`config.mk`:
```
export PLATFORM = sky130hd
export DESIGN_NAME = syn_bus_packer
export DESIGN_NICKNAME = d
export VERILOG_FILES = /design/src/rtl/syn_bus_packer.sv
export SDC_FILE = /design/constraint.sdc
export NUM_CORES = 1
export LEC_CHECK = 0
export ABC_CLOCK_PERIOD_IN_PS = 1850
export BUFFER_PORTS_ARGS = -buffer_cell sky130_fd_sc_hd__buf_2
export CORE_MARGIN = 1
export CORE_UTILIZATION = 45
export CTS_CLUSTER_SIZE = 10
export DETAILED_ROUTE_END_ITERATION = 12
export GPL_TIMING_DRIVEN = 0
export HOLD_SLACK_MARGIN = 0.15
export PLACE_DENSITY = 0.71
export RECOVER_POWER = 25
export SYNTH_ARGS = -nofsm -noshare
export SYNTH_HDL_FRONTEND = slang
export SYNTH_SLANG_ARGS = --single-unit
```
`constraint.sdc`:
```
create_clock -name CLK -period 1.85 [get_ports CLK]
set_input_delay 0.0925 -clock CLK [delete_from_list [all_inputs] [get_ports CLK]]
set_output_delay 0.0925 -clock CLK [all_outputs]
set_load 0.01 [all_outputs]
```
`src/rtl/syn_bus_packer.sv`:
```
// syn_bus_packer: packs NUM_CHUNKS synchronized chunks into one word, valid/ready out.
// Optional: define SYN_PACKER_MSB_FIRST_EN to place the first chunk at the top bits.
module syn_bus_packer #(
  parameter int BUS_WIDTH  = 2,
  parameter int NUM_CHUNKS = 4,
  parameter int OUT_WIDTH  = BUS_WIDTH * NUM_CHUNKS
) (
  input  logic                            CLK,
  input  logic                            RST,
  input  logic [BUS_WIDTH-1:0]            sync_bus,
  input  logic                            enable_pulse,
  input  logic                            flush,
  input  logic                            out_ready,
  output logic [OUT_WIDTH-1:0]            out_data,
  output logic                            out_valid,
  output logic                            overflow,
  output logic [$clog2(NUM_CHUNKS):0]     chunk_cnt
);

  localparam int CW = $clog2(NUM_CHUNKS) + 1;
  localparam logic [CW-1:0] LAST = CW'(NUM_CHUNKS - 1);
  localparam logic [CW-1:0] FULL = CW'(NUM_CHUNKS);

  typedef enum logic {FILL, HOLD} state_e;

  state_e               state_q, state_d;
  logic [OUT_WIDTH-1:0] buf_q, buf_d;
  logic [CW-1:0]        cnt_q, cnt_d;
  logic [OUT_WIDTH-1:0] data_q, data_d;
  logic                 valid_q, valid_d;
  logic                 ovf_q, ovf_d;
  logic [OUT_WIDTH-1:0] word;
  logic                 drain;

  // Bit offset of chunk k inside the packed word.
  function automatic int pos(input int k);
`ifdef SYN_PACKER_MSB_FIRST_EN
    return OUT_WIDTH - (k + 1) * BUS_WIDTH;
`else
    return k * BUS_WIDTH;
`endif
  endfunction

  // Next-state: chunk insertion, word hand-off, hold slot and overflow.
  always_comb begin
    state_d = state_q;
    buf_d   = buf_q;
    cnt_d   = cnt_q;
    data_d  = data_q;
    valid_d = valid_q;
    ovf_d   = ovf_q;
    word    = buf_q;
    drain   = valid_q & out_ready;
    for (int k = 0; k < NUM_CHUNKS; k++) begin
      if (cnt_q == CW'(k)) word[pos(k) +: BUS_WIDTH] = sync_bus;
    end
    if (drain) valid_d = 1'b0;
    case (state_q)
      FILL: begin
        if (flush) begin
          cnt_d = '0;
          buf_d = '0;
        end else if (enable_pulse) begin
          if (cnt_q == LAST) begin
            if (!valid_q || drain) begin
              data_d  = word;
              valid_d = 1'b1;
              cnt_d   = '0;
              buf_d   = '0;
            end else begin
              buf_d   = word;
              cnt_d   = FULL;
              state_d = HOLD;
            end
          end else begin
            buf_d = word;
            cnt_d = cnt_q + CW'(1);
          end
        end
      end
      HOLD: begin
        if (drain) begin
          data_d  = buf_q;
          valid_d = 1'b1;
          cnt_d   = '0;
          buf_d   = '0;
          state_d = FILL;
        end
        if (enable_pulse) ovf_d = 1'b1;
      end
      default: state_d = FILL;
    endcase
  end

  // State and output registers.
  always_ff @(posedge CLK or posedge RST) begin
    if (RST) begin
      state_q <= FILL;
      buf_q   <= '0;
      cnt_q   <= '0;
      data_q  <= '0;
      valid_q <= 1'b0;
      ovf_q   <= 1'b0;
    end else begin
      state_q <= state_d;
      buf_q   <= buf_d;
      cnt_q   <= cnt_d;
      data_q  <= data_d;
      valid_q <= valid_d;
      ovf_q   <= ovf_d;
    end
  end

  assign out_data  = data_q;
  assign out_valid = valid_q;
  assign overflow  = ovf_q;
  assign chunk_cnt = cnt_q;

endmodule

```
==> qor.yml <==
run_status:
  status: "finished, violations left"
  violations: "DRC"
power_and_ir_drop:
  cellLeakagePower_nw: 0.693
  powerDensity_nw_per_um2: 734
  irDropWorstVdd_mv: 0.366
logic_synthesis:
  synth_area_um2: 1380
  ys.flop_type: "dfrtp_1"
  ys_types: 39
  synth_area_per_cell_um2: 9.94
  synthCells: 139
  ys_ff_latch: 22
  syn_nets: 150
  ys_seq_area_share_pct: 39.9
  ys_async_sr_fraction_pct: 100
  synth_edf_count: 0
  yosys_warnings: 0
die:
  initial_utilization_pct: 48.8
  die_x_um: 57.4
  die_area_um2: 3300
  io_pins: 20
  core_area_um2: 2830
  die_y_um: 57.4
  floorplan.rows: 19
layout:
  final_util_pct: 56.4
  drive_gt1_share_pct: 16.2
  stdcell_area_um2: 1600
  fillCellCount: 261
  area_delta_synth_final_pct: 15.6
  nNetsFinal: 179
  finalNonFillerCells: 198
  antennaDiodeCount: 0
timing:
  slew_headroom_pct: 40.6
  hold_viol: 0
  worstMarginPinSlew_ns: 0.890
  rsz0062_at_grt: "false"
  finalCriticalPeriod_ns: 1.73
  fin_skew_ns: 0.00829
  setup_viol: 0
  period_share_pct: 93.3
  maxSlewViolCount: 0
  final.setup.tns_ns: 0
  fmax_ghz: 0.580
detailed_routing:
  drc: 1
  ant_nets: 0
  drt_iter0_markers: 59
  firstDrtPassIters: 8
  wl_um: 3310
  post_drt_wl_per_cell_um: 16.7
  vias: 1220
  vias_per_cell: 6.16
global_routing:
  grt_pass1_vias: 1203
  gr-usage-all-layers_pct: 22.0
  grt-ovfl-total: 0
  grt_antenna_before_repair: 0
  grt_pass1_wl_um: 5570
  grt_max_degree: 23
cts:
  htree_levels: 1
  post_cts_buffers: 0
  clock_path_buffers: 2
  cts_sinks: 22
  root_buffer: "clkbuf_4"
  clk_pin_slew_ns: 0.14
  clock_latency_ns: 0.33
  numCtsBuffers: 3
  cts_tree: "yes"
placement:
  placed_area_um2: 1520
  dpl.hpwl_um: 2360
  port-buffer-count: 19
  placedCellCount: 189
  gp_congestion: 0.914
worst_setup_path:
  critical_path_arrival_ns: 1.96
  crit_path_end_kind: "flop"
  critPathMaxFanout: 5
  startpoint_type: "flop"
  required_ns: 2.08
  crit_type: "reg -> reg"
worst_hold_path:
  min-delay-path-class: "in -> reg"
run:
  maxCapViolations: 0
==> placed cells by master (no fill, tap or decap), types with 3 or more instances in the layout <==
cell type,instances
nor3_1,8
o21ai_0,3
inv_1,12
buf_2,9
ha_1,4
nor2b_1,4
o2bb2ai_1,9
clkbuf_4,3
dlygate4sd3_1,5
clkbuf_1,15
nand3_1,3
a21oi_1,4
mux2i_1,6
o21ai_1,6
a32o_1,3
dfrtp_1,22
a221o_1,6
nand2_1,11
==> sequential cells by signal, indices dropped and copies added (netlist names) <==
name       flops
buf_q          8
out_valid      1
out_data       8
state_q        1
overflow       1
chunk_cnt      3
==> cells in the mapped netlist, drive strengths merged, types with 4 or more instances <==
cell type | n | share of area (%)
buf | 7 | 3.4
mux2i | 6 | 4.3
o2bb2ai | 9 | 5.7
dfrtp | 22 | 40
a221o | 6 | 4.3
nand2 | 11 | 3.0
nand3 | 4 | 1.8
inv | 12 | 3.3
a21oi | 6 | 2.7
ha | 4 | 3.6
o21ai | 9 | 3.3
nor3 | 8 | 2.9
nor2b | 5 | 2.8
==> layout make-up <==
type	instances	area [um2]	area share, %
Multi-Input combinational cell	97	748	46.9
Tap cell	31	38.8	2.43
Clock buffer	4	36.3	2.27
Inverter	12	45.0	2.82
Buffer	8	48.8	3.06
Timing Repair Buffer	24	129	8.07
Sequential cell	22	551	34.5
==> metal layers <==
metal	track usage [%]	wire length [um]	vias to the layer above
li1	-	-	576
met1	31.0	1540	600
met2	34.7	1580	37
met3	2.49	132	7
met4	8.36	57	0
met5	0	0	-
==> worst max-delay path: stages (launching register included) <==
cell     delay [ns]
dfrtp_1        0.46
inv_1          0.15
ha_1           0.22
nor3b_4        0.24
mux2i_1        0.23
nor3_1         0.07
a221o_1        0.27
==> cell families (layout without fill, tap and decap cells) <==
| group | count (synthesis) | in the layout | synth area share (%) |
|---|---|---|---|
| flops | 22 | 22 | 39.9 |
| buf+inv | 20 | 48 | 6.88 |
| compound gates | 45 | 45 | 25.4 |
| mux | 6 | 6 | 4.35 |
| simple gates | 42 | 42 | 19.9 |
| fa+ha+maj | 4 | 4 | 3.62 |
==> per-stage QoR <==
| stage | setup slack (ns) | hold slack [ns] | total power, W |
|---|---|---|---|
| finish | 0.125 | 0.151 | 0.00117 |
| detailed placement | 0.101 | 0.323 | 0.000887 |
| floorplan | 0.276 | 0.0817 | 0.000784 |
| global route | 0.00617 | 0.225 | 0.00123 |
| global placement | 0.159 | 0.307 | 0.000877 |
| CTS | 0.0764 | 0.167 | 0.00118 |
==> where the power goes <==
group | leakage [nW] | switching (W) | total [W] | internal [W]
Clock | 0.0210 | 0.000172 | 0.000292 | 0.000121
Sequential | 0.293 | 0.0000479 | 0.000585 | 0.000537
Combinational | 0.379 | 0.000157 | 0.000295 | 0.000138
==> what timing repair did <==
item / in CTS / in global routing
hold buffers: 5 / 0
setup endpoints to repair: 0 / 4
gates resized for setup: 0 / 2
hold endpoints to repair: 28 / 0
==> final timing paths <==
| path | from | endpoint | slack (ns) | cells past startpoint |
|---|---|---|---|---|
| max in group asynchronous | RST | buf_q[7] | 0.83 | 3 |
| setup / recovery | chunk_cnt[0] | out_data[0] | 0.12 | 6 |
| hold / removal | out_ready | state_q | 0.15 | 3 |
| min in group asynchronous | RST | out_data[1] | 0.47 | 3 |
| setup reg to reg | chunk_cnt[0] | out_data[0] | 0.12 | 6 |
| hold reg to reg | overflow | overflow | 0.48 | 1 |
No activity file was read; power rests on OpenSTA's default activity.
